[src/rtl/prog_counter_bank.sv]
// Bank of independent up/down counters with per-channel compare registers,
// one-cycle match pulses and sticky terminal-count flags.
module prog_counter_bank #(
  parameter int WIDTH    = 8,
  parameter int CHANNELS = 4,
  localparam int SEL_W   = (CHANNELS > 1) ? $clog2(CHANNELS) : 1
) (
  input  logic                clk,
  input  logic                rst,
  input  logic [CHANNELS-1:0] load,
  input  logic [CHANNELS-1:0] enable,
  input  logic [CHANNELS-1:0] dir,
  input  logic                sat_mode,
  input  logic [WIDTH-1:0]    load_value,
  input  logic [CHANNELS-1:0] cmp_we,
  input  logic [CHANNELS-1:0] tc_clr,
  input  logic [SEL_W-1:0]    rd_sel,
  input  logic                rd_oe,
  output logic [WIDTH-1:0]    rd_data,
  output logic [CHANNELS-1:0] match,
  output logic [CHANNELS-1:0] tc_flag
);

  localparam logic [WIDTH-1:0] MAX_V = {WIDTH{1'b1}};
  localparam logic [WIDTH-1:0] ONE_V = WIDTH'(1);

  logic [CHANNELS-1:0][WIDTH-1:0] cnt_q, cnt_d;
  logic [CHANNELS-1:0][WIDTH-1:0] cmp_q, cmp_d;
  logic [CHANNELS-1:0]            match_q, match_d;
  logic [CHANNELS-1:0]            tc_q, tc_d;
  logic [CHANNELS-1:0]            step, at_limit, terminal, written;

  always_comb begin
    cnt_d    = cnt_q;
    cmp_d    = cmp_q;
    match_d  = '0;
    tc_d     = tc_q;
    step     = '0;
    at_limit = '0;
    terminal = '0;
    written  = '0;
    for (int i = 0; i < CHANNELS; i++) begin
      step[i]     = enable[i] & ~load[i];
      at_limit[i] = dir[i] ? (cnt_q[i] == MAX_V) : (cnt_q[i] == '0);
      // A terminal event is the same in both modes; only the next value differs.
      terminal[i] = step[i] & at_limit[i];
      written[i]  = load[i] | enable[i];

      if (load[i]) begin
        cnt_d[i] = load_value;
      end else if (enable[i]) begin
        if (sat_mode && at_limit[i]) begin
          cnt_d[i] = cnt_q[i];
        end else if (dir[i]) begin
          cnt_d[i] = cnt_q[i] + ONE_V;
        end else begin
          cnt_d[i] = cnt_q[i] - ONE_V;
        end
      end

      // Compare against the old cmp value even when it is being rewritten.
      match_d[i] = written[i] & (cnt_d[i] == cmp_q[i]);

      if (cmp_we[i]) begin
        cmp_d[i] = load_value;
      end

      tc_d[i] = terminal[i] | (tc_q[i] & ~tc_clr[i]);
    end
  end

  always_ff @(posedge clk or posedge rst) begin
    if (rst) begin
      cnt_q   <= '0;
      cmp_q   <= {CHANNELS{MAX_V}};
      match_q <= '0;
      tc_q    <= '0;
    end else begin
      cnt_q   <= cnt_d;
      cmp_q   <= cmp_d;
      match_q <= match_d;
      tc_q    <= tc_d;
    end
  end

  always_comb begin
    rd_data = '0;
    if (rd_oe) begin
      for (int i = 0; i < CHANNELS; i++) begin
        if (int'(rd_sel) == i) begin
          rd_data = cnt_q[i];
        end
      end
    end
  end

  assign match   = match_q;
  assign tc_flag = tc_q;

endmodule

[config.mk]
export PLATFORM = sky130hd
export DESIGN_NAME = prog_counter_bank
export DESIGN_NICKNAME = d
export VERILOG_FILES = /design/src/rtl/prog_counter_bank.sv
export SDC_FILE = /design/constraint.sdc
export NUM_CORES = 1
export LEC_CHECK = 0
export BUFFER_PORTS_ARGS = -buffer_cell sky130_fd_sc_hd__buf_2
export CORE_MARGIN = 3
export CORE_UTILIZATION = 46
export CTS_CLUSTER_DIAMETER = 50
export DETAILED_ROUTE_END_ITERATION = 10
export PLACE_DENSITY = 0.65
export SLEW_MARGIN = 40
export SYNTH_ARGS = -nofsm -noshare
export SYNTH_HDL_FRONTEND = slang
export SYNTH_SLANG_ARGS = --single-unit
[constraint.sdc]
create_clock -name clk -period 2.5 [get_ports clk]
set_input_delay 0.5 -clock clk [delete_from_list [all_inputs] [get_ports clk]]
set_output_delay 0.5 -clock clk [all_outputs]
set_load 0.03 [all_outputs]
==> impl_metrics.json, run 1 <==
{
  "outcome": "complete, no violations",
  "worst_pin_slew_ns": 0.5000,
  "route.met2.wl_um": 7832,
  "required_ns": 2.73,
  "grt-ovfl-total": 0,
  "fin_skew_ns": 0.003502,
  "num_vias": 5166,
  "worstSkewPairLatency_ns": 0.34,
  "portBuffers": 49,
  "cts_buffers": 9,
  "start_util": 0.4839,
  "ys_async_sr_fraction": 1.000,
  "synth_edf_count": 0,
  "place_congestion": 0.8965,
  "post-route-min-period_ns": 2.471,
  "drv_cap": 0,
  "path_max_fanout": 3,
  "synth_cell_types": 68,
  "syn_inst": 610,
  "antenna_found_initial": 0,
  "clock_path_buffers": 2,
  "holdBufCountCts": 0,
  "fmax_ghz": 0.4047,
  "finalCritPeriodShare": 0.9884,
  "holdWs_ns": 0.1694,
  "yosysSeqAreaShare": 0.3237,
  "yosys.area.top_type_share": 0.1759,
  "relSlewSlack": 0.6667,
  "crit_type": "reg2reg",
  "rsz0062_at_grt": "true",
  "max-vdd-ir-drop_uv": 614.2,
  "met1Wirelength_um": 7072,
  "layout-drive-gt1-share": 0.3723,
  "postLayoutCoreUtil": 0.6106,
  "dr.max_layer_used": "met4",
  "antenna_left": 0,
  "p_per_area_nw_per_um2": 684.3,
  "hp-class": "in2async",
  "end_kind": "register",
  "wl_met3_um": 948,
  "cts_tree": "built",
  "yosys_register_bits": 72,
  "grt_first_pass_wirelength_um": 25540,
  "arrival_ns": 2.70,
  "finalWirelength_um": 16250,
  "synth_fp_nets": 672,
  "setup_slack_ns": 0.02910,
  "clockRootBuffer": "clkbuf_16",
  "yosysTopAreaCell": "dfrtp_1",
  "vias_per_cell": 5.740,
  "area_growth_syn_to_layout_pct": 26.19,
  "critPathLaunchType": "register",
  "coreArea_um2": 11760,
  "synth_common_cells": "nand2_1, nor2_1, xnor2_1",
  "cts_sinks": 72,
  "synth_area_leaders": "dfrtp_1, dfstp_2, mux2_2",
  "synth.most_common_cell": "nand2_1",
  "drv_slew": 0,
  "die_area_um2": 13740,
  "synth_area_um2": 5690,
  "wl_per_cell_um": 18.05,
  "setup_violations": 0,
  "area.sequential_um2": 1846,
  "first_global_vias": 4986,
  "finalHoldViolCount": 0,
  "antenna_cells": 0,
  "fp.dieW_um": 117.2,
  "drc": 0,
  "final_nets": 793,
  "multi_input_area_um2": 3766,
  "drt-initial-drc-count": 406,
  "power.leakage_nw": 3.096,
  "track_usage": 0.2439,
  "avgSynthCellArea_um2": 9.329,
  "yosysWarnings": 0,
  "fillerInstances": 979,
  "rows": 39,
  "dp.final_hpwl_um": 12310,
  "num_io_pins": 50,
  "pre_cts_ws_ns": -0.2893,
  "dr.pass1.iters": 5,
  "dieHeight_um": 117.2,
  "h-tree-depth": 3,
  "grt_max_degree": 53,
  "path_clk_slew_ns": 0.06,
  "finalSetupTns_ns": 0,
  "ys.flop_type": "dfrtp_1"
}
final cells by class:
class | instances | area share
Multi-Input combinational cell | 477 | 0.5245
Clock buffer | 11 | 0.03520
Clock inverter | 5 | 0.004356
Inverter | 30 | 0.01620
Timing Repair Buffer | 141 | 0.1342
Tap cell | 164 | 0.02858
Sequential cell | 72 | 0.2570
where the power goes:
| part | internal, mW | total [mW] | switching [mW] |
|---|---|---|---|
| clock | 0.722 | 1.23 | 0.510 |
| combinational | 1.07 | 2.13 | 1.06 |
| sequential | 1.35 | 1.56 | 0.201 |
sequential cells by signal, summed over array words and instances (netlist names):
signal	flops
cmp_q	32
cnt_q	32
match	4
tc_flag	4
cell usage in the layout, fill, tap and decap left out, types with 6 or more instances in the layout:
cell type	netlist	layout
buf_4	3	91
buf_2	6	48
nand2_1	47	47
nor2_1	46	45
xnor2_1	42	41
mux2_2	39	39
dfrtp_1	40	37
o21ai_0	38	32
dfstp_2	32	32
inv_1	30	27
xor2_1	27	27
a21oi_1	26	23
ha_1	24	19
nor3_1	14	14
mux2i_1	12	12
and2_1	11	11
nand4_1	10	10
nand2b_1	10	10
nand3_1	9	9
clkbuf_16	0	9
mux4_2	8	8
o21ai_1	2	7
a31oi_1	7	7
nor4_1	10	6
a311oi_1	6	6
o22ai_1	6	6
stage by stage:
stage | total power, mW | instances | instance area (µm²)
after floorplan | 2.834 | 610 | 5733
after global placement | 3.503 | 882 | 6748
after detailed placement | 3.570 | 882 | 6748
after CTS | 4.840 | 898 | 7042
after global routing | 5.194 | 900 | 7181
final | 4.913 | 900 | 7181
logic make-up after synthesis:
logic type | count (synthesis) | synth area share
compound gates | 132 | 0.1530
fa+ha+maj | 28 | 0.06684
xor+xnor | 71 | 0.1141
flops | 72 | 0.3237
simple gates | 187 | 0.1686
mux | 59 | 0.1299
buf+inv | 61 | 0.04375
critical path, stage by stage (launching register included):
cell	delay, ns
dfrtp_2	0.44
ha_4	0.23
a211oi_4	0.21
nor3b_1	0.09
o21a_1	0.22
o41ai_2	0.32
xnor2_1	0.23
mux2i_1	0.26
a22oi_1	0.11
o2111a_1	0.24
final timing paths:
path	slack, ns	from	cells after the start	to
hold / removal	0.17	rst	2	tc_flag[1]$_DFF_PP0_
setup / recovery	0.03	cnt_q[9]$_DFF_PP0_	9	match[1]$_DFF_PP0_
setup reg to reg	0.03	cnt_q[9]$_DFF_PP0_	9	match[1]$_DFF_PP0_
max in group asynchronous	1.65	rst	3	cmp_q[28]$_DFFE_PP1P_
min in group clk	0.32	tc_clr[1]	2	tc_flag[1]$_DFF_PP0_
hold reg to reg	0.53	tc_flag[1]$_DFF_PP0_	2	tc_flag[1]$_DFF_PP0_
routing by layer:
metal | up-vias | track usage
met1 | 2506 | 0.3256
met5 | - | 0
li1 | 2453 | -
met2 | 180 | 0.3997
met4 | 0 | 0.1009
met3 | 27 | 0.03239
repair_timing:
item,in CTS,in global routing
setup buffers,0,2
resized for setup,2,29
endpoints found under the setup margin,2,7
pin swaps,0,8
Power figures use the tool's default switching activity.
==> run 2: changes to the inputs <==
--- a/config.mk
+++ b/config.mk
@@ -10,7 +10,7 @@
 export CORE_UTILIZATION = 46
 export CTS_CLUSTER_DIAMETER = 50
 export DETAILED_ROUTE_END_ITERATION = 10
-export PLACE_DENSITY = 0.65
+export PLACE_DENSITY = 0.62
 export SLEW_MARGIN = 40
 export SYNTH_ARGS = -nofsm -noshare
 export SYNTH_HDL_FRONTEND = slang
==> constraint.sdc (replaced) <==
create_clock -name clk -period 2.37 [get_ports clk]
set_input_delay 0.474 -clock clk [delete_from_list [all_inputs] [get_ports clk]]
set_output_delay 0.474 -clock clk [all_outputs]
set_load 0.03 [all_outputs]
==> run 2 against run 1 <==
Effect of this change:
- the run now ends with negative setup slack left
- power is 10% higher
- setup slack lost 0.091 ns
- critical path depth increased by 2
- die area stayed put
- utilization grew 2.6 points
- sequential power rose by 4%
- cell area is 4.3% higher
- global-route usage is 1.4 points higher
- routed wire length is 5.7% higher
- cell count up 3.2%
- critical path type is now in2reg
- critical endpoint is now match[0]$_DFF_PP0_
- highest routed layer is now met5
==> impl_metrics.json, run 2 (synthesis results as in run 1) <==
{
  "outcome": "finished, violations left",
  "violations": "negative setup slack",
  "fin_skew_ns": 0.004885,
  "grt-ovfl-total": 0,
  "dr.pass1.iters": 6,
  "area_growth_syn_to_layout_pct": 31.57,
  "max_stage_delay_ns": 0.52,
  "antenna_left": 0,
  "path_clk_slew_ns": 0.06,
  "multi_input_area_um2": 3841,
  "num_io_pins": 50,
  "finalHoldViolCount": 0,
  "r2r-end": "match[0]$_DFF_PP0_",
  "required_ns": 2.58,
  "portBuffers": 49,
  "vias_per_cell": 5.760,
  "worst_pin_slew_ns": 0.7048,
  "use_met2": 0.4227,
  "cts_tree": "built",
  "grt_max_degree": 30,
  "finalWirelength_um": 17180,
  "final_nets": 821,
  "arrival_ns": 2.64,
  "first_global_vias": 5253,
  "cp_slowest_cell": "or4b_1",
  "dp.final_hpwl_um": 13050,
  "area.sequential_um2": 1847,
  "grt_first_pass_wirelength_um": 27050,
  "critPathLaunchType": "input pin",
  "drc": 0,
  "track_usage": 0.2577,
  "hp-class": "in2async",
  "rows": 39,
  "cts_sinks": 72,
  "setup_violations": 3,
  "reg2reg_from": "cnt_q[1]$_DFF_PP0_",
  "holdBufCountCts": 0,
  "setup_slack_ns": -0.06225,
  "cp_top_family": "compound AO/OA/AOI/OAI gates",
  "grt_util_met1": 0.3395,
  "globalRouteMet3Util": 0.04165,
  "layout-drive-gt1-share": 0.4097,
  "antenna_found_initial": 2,
  "drt-initial-drc-count": 391,
  "max-vdd-ir-drop_uv": 483.3,
  "cts_buffers": 9,
  "wl_per_cell_um": 18.49,
  "power.leakage_nw": 3.247,
  "end_kind": "register",
  "worst-r2r-cell-count": 9,
  "worstSkewPairLatency_ns": 0.34,
  "h-tree-depth": 3,
  "crit_type": "in2reg",
  "path_max_fanout": 4,
  "pre_cts_ws_ns": -0.4532,
  "relSlewSlack": 0.5294,
  "final_cell_mix": "buf_4, buf_2, nand2_1",
  "start_util": 0.4839,
  "drv_slew": 0,
  "rrSetupSlack_ns": -0.06,
  "place_congestion": 1.009,
  "top_usage_layer": "met2",
  "post-route-min-period_ns": 2.432,
  "clockRootBuffer": "clkbuf_16",
  "clock_path_buffers": 2,
  "num_vias": 5351,
  "fillerInstances": 999,
  "drv_cap": 0,
  "p_total_mw": 5.426,
  "crit_start": "dir[0]",
  "fp.dieW_um": 117.2,
  "coreArea_um2": 11760,
  "reg_top3": "cmp_q (32), cnt_q (32)",
  "rsz0062_at_grt": "true",
  "fmax_ghz": 0.4111,
  "die_area_um2": 13740,
  "finalCritPeriodShare": 1.026,
  "cp_num_buf_inv": 2,
  "dieHeight_um": 117.2,
  "layout_commonest_cell": "buf_4",
  "p_per_area_nw_per_um2": 724.6,
  "worstPathCellList": "buf_2, clkinvlp_4, ha_4, a211oi_4, nor3b_1, o21a_1, o41ai_4, xnor2_2, or4b_1, o211ai_1, a211oi_1"
}
run 2: repair_timing:
item                       4_1_cts  5_1_grt
hold endpoints to repair         0        0
gates resized for setup         12       28
setup endpoints to repair        5        7
pin swaps                        7        8
setup buffers                    3        0
run 2: stage by stage:
| step | instances | setup TNS, ns | hold slack, ns | utilization | area, µm² |
|---|---|---|---|---|---|
| 5_1_grt | 929 | -0.5202 | 0.2886 | 0.6367 | 7487 |
| 4_1_cts | 928 | -0.1341 | 0.2539 | 0.6259 | 7361 |
| 3_3_place_gp | 909 | -1.525 | 0.5181 | 0.5939 | 6984 |
| 2_1_floorplan | 610 | -0.2372 | 0.5704 | - | 5767 |
| 3_5_place_dp | 909 | -2.484 | 0.5234 | 0.5939 | 6984 |
| 6_report | 929 | -0.1128 | 0.2488 | 0.6367 | 7487 |
run 2: report_power, final:
group / internal [mW] / leakage, nW / switching [mW]
logic: 1.22 / 2.27 / 1.19
clock network: 0.869 / 0.150 / 0.514
registers: 1.43 / 0.825 / 0.201
total: 3.52 / 3.25 / 1.91
run 2: worst max path at each step:
stage	end	slack, ns	cells after the start
floorplan	match[0]$_DFF_PP0_	-0.16	10
global placement	match[3]$_DFF_PP0_	-0.39	11
detailed placement	match[0]$_DFF_PP0_	-0.45	11
CTS	match[0]$_DFF_PP0_	-0.08	9
global route	match[3]$_DFF_PP0_	-0.15	10
finish	match[0]$_DFF_PP0_	-0.06	11
run 2: final cells by class:
type | instances | share of cell area
Tap cell | 164 | 0.02741
Sequential cell | 72 | 0.2467
Inverter | 30 | 0.01604
Timing Repair Buffer | 169 | 0.1564
Clock inverter | 3 | 0.005348
Clock buffer | 13 | 0.03476
Multi-Input combinational cell | 477 | 0.5130
Antenna cell | 1 | 0.0003342
run 2: layer usage:
metal	part of all wire	routed length (µm)	vias up
met1	0.43	7391	2597
met3	0.063	1086	42
met4	0.027	465	2
met2	0.48	8229	196
met5	0.00047	8	-
li1	-	-	2514
==> run 3: changes to the inputs <==
--- a/config.mk
+++ b/config.mk
@@ -7,11 +7,13 @@
 export LEC_CHECK = 0
 export BUFFER_PORTS_ARGS = -buffer_cell sky130_fd_sc_hd__buf_2
 export CORE_MARGIN = 3
-export CORE_UTILIZATION = 46
+export CORE_UTILIZATION = 50
+export CTS_BUF_LIST = sky130_fd_sc_hd__clkbuf_4
 export CTS_CLUSTER_DIAMETER = 50
 export DETAILED_ROUTE_END_ITERATION = 10
-export PLACE_DENSITY = 0.62
+export PLACE_DENSITY = 0.67
 export SLEW_MARGIN = 40
 export SYNTH_ARGS = -nofsm -noshare
 export SYNTH_HDL_FRONTEND = slang
 export SYNTH_SLANG_ARGS = --single-unit
+export TNS_END_PERCENT = 1
==> run 3 against run 2 <==
Effect of this change:
- count of clock-buffer cells in the layout decreased by 4
- first-iteration DRC count decreased by 33%
- utilization increased by 1.1 points
- largest cell class unchanged
- critical endpoint unchanged
- sequential cell count unchanged
- the run still ends with negative setup slack left
==> impl_metrics.json, run 3 (synthesis results as in run 1) <==
{
  "outcome": "finished, violations left",
  "violations": "negative setup slack",
  "cts_tree": "built",
  "end_kind": "register",
  "fmax_ghz": 0.4016,
  "required_ns": 2.70,
  "worst-r2r-cell-count": 9,
  "holdBufCountCts": 0,
  "layout-drive-gt1-share": 0.3815,
  "dp.final_hpwl_um": 12530,
  "path_clk_slew_ns": 0.13,
  "crit_type": "reg2reg",
  "relSlewSlack": 0.6437,
  "reg2reg_from": "cnt_q[1]$_DFF_PP0_",
  "num_vias": 5141,
  "multi_input_area_um2": 3720,
  "die_area_um2": 12700,
  "p_total_mw": 4.815,
  "final_cell_mix": "buf_4, nand2_1, buf_2",
  "post-route-min-period_ns": 2.490,
  "grt_max_degree": 73,
  "cts_sinks": 72,
  "coreArea_um2": 10980,
  "worstSkewPairLatency_ns": 0.43,
  "drv_slew": 0,
  "place_congestion": 0.9327,
  "dr.pass1.iters": 5,
  "worst_pin_slew_ns": 0.5345,
  "h-tree-depth": 3,
  "grt-ovfl-total": 0,
  "antenna_left": 0,
  "wl_per_cell_um": 17.80,
  "reg_top3": "cmp_q (32), cnt_q (32)",
  "antenna_found_initial": 1,
  "p_per_area_nw_per_um2": 677.0,
  "drv_cap": 0,
  "first_global_vias": 5235,
  "r2r-end": "match[0]$_DFF_PP0_",
  "hp-class": "in2async",
  "finalCritPeriodShare": 1.051,
  "clock_path_buffers": 2,
  "setup_slack_ns": -0.1199,
  "area.sequential_um2": 1847,
  "rrSetupSlack_ns": -0.12,
  "start_util": 0.5181,
  "dp.cells": 877,
  "fillerInstances": 904,
  "rows": 38,
  "arrival_ns": 2.82,
  "num_io_pins": 50,
  "finalHoldViolCount": 0,
  "max-vdd-ir-drop_uv": 406.1,
  "power.leakage_nw": 3.137,
  "fin_skew_ns": 0.01409,
  "clockRootBuffer": "clkbuf_4",
  "drt-initial-drc-count": 262,
  "vias_per_cell": 5.744,
  "antenna_cells": 0,
  "area_growth_syn_to_layout_pct": 24.98,
  "dieHeight_um": 112.7,
  "path_max_fanout": 3,
  "setup_violations": 6,
  "finalWirelength_um": 15940,
  "drc": 0,
  "stdcell_count": 895,
  "track_usage": 0.2608,
  "portBuffers": 49,
  "final_nets": 812,
  "critPathLaunchType": "register",
  "rsz0062_at_grt": "true",
  "layout_commonest_cell": "buf_4",
  "fp.dieW_um": 112.7,
  "cts_buffers": 9,
  "grt_first_pass_wirelength_um": 26230
}
[run 3: timing repair]
item,in CTS,in global routing
resized for setup,12,22
pin swaps,3,8
setup buffers,1,1
endpoints found under the setup margin,8,16
hold endpoints to repair,0,0
[run 3: worst max path at each step]
stage	to	from	cells past startpoint
4_1_cts	match[1]$_DFF_PP0_	cnt_q[9]$_DFF_PP0_	9
5_1_grt	match[0]$_DFF_PP0_	cnt_q[1]$_DFF_PP0_	10
3_3_place_gp	match[3]$_DFF_PP0_	dir[3]	11
6_report	match[0]$_DFF_PP0_	cnt_q[1]$_DFF_PP0_	9
2_1_floorplan	match[0]$_DFF_PP0_	dir[0]	10
3_5_place_dp	match[3]$_DFF_PP0_	dir[3]	11
[run 3: final cells by class]
| cell class | count | area share |
|---|---|---|
| Clock buffer | 9 | 0.009500 |
| Inverter | 30 | 0.01636 |
| Multi-Input combinational cell | 477 | 0.5230 |
| Tap cell | 140 | 0.02463 |
| Timing Repair Buffer | 160 | 0.1546 |
| Clock inverter | 7 | 0.01214 |
| Sequential cell | 72 | 0.2597 |
[run 3: power by group]
part	leakage [nW]	internal [mW]	total (mW)	switching, mW
clock network	0.0831	0.419	0.883	0.465
logic	2.23	1.17	2.30	1.13
registers	0.825	1.43	1.63	0.202
[run 3: worst max-delay path: stages (launching register included)]
cell and delay (ns):
dfrtp_2 0.47, ha_4 0.22, a211oi_2 0.21, nor3b_1 0.08, o21a_1 0.21, o41ai_2 0.31
xnor2_1 0.17, or4b_1 0.52, o211ai_1 0.13, a211oi_2 0.07
[run 3: metal layers]
metal | vias to the layer above | share of wire | track usage
met5 | - | 0.00044 | 0
met4 | 2 | 0.027 | 0.09615
met3 | 33 | 0.066 | 0.05283
met2 | 166 | 0.47 | 0.4250
met1 | 2443 | 0.43 | 0.3441
li1 | 2497 | - | -
[run 3: stage by stage]
| step | TNS [ns] | hold WS, ns | worst slack [ns] | area (µm²) | utilization |
|---|---|---|---|---|---|
| 2_1_floorplan | -0.4214 | 0.5704 | -0.1630 | 5707 | - |
| 4_1_cts | -0.2265 | 0.08492 | -0.07050 | 7015 | 0.6388 |
| 3_3_place_gp | -2.156 | 0.5161 | -0.3744 | 6822 | 0.6211 |
| 6_report | -0.3309 | 0.1006 | -0.1199 | 7112 | 0.6475 |
| 5_1_grt | -1.022 | 0.1077 | -0.2143 | 7112 | 0.6475 |
| 3_5_place_dp | -2.995 | 0.5302 | -0.3982 | 6822 | 0.6211 |
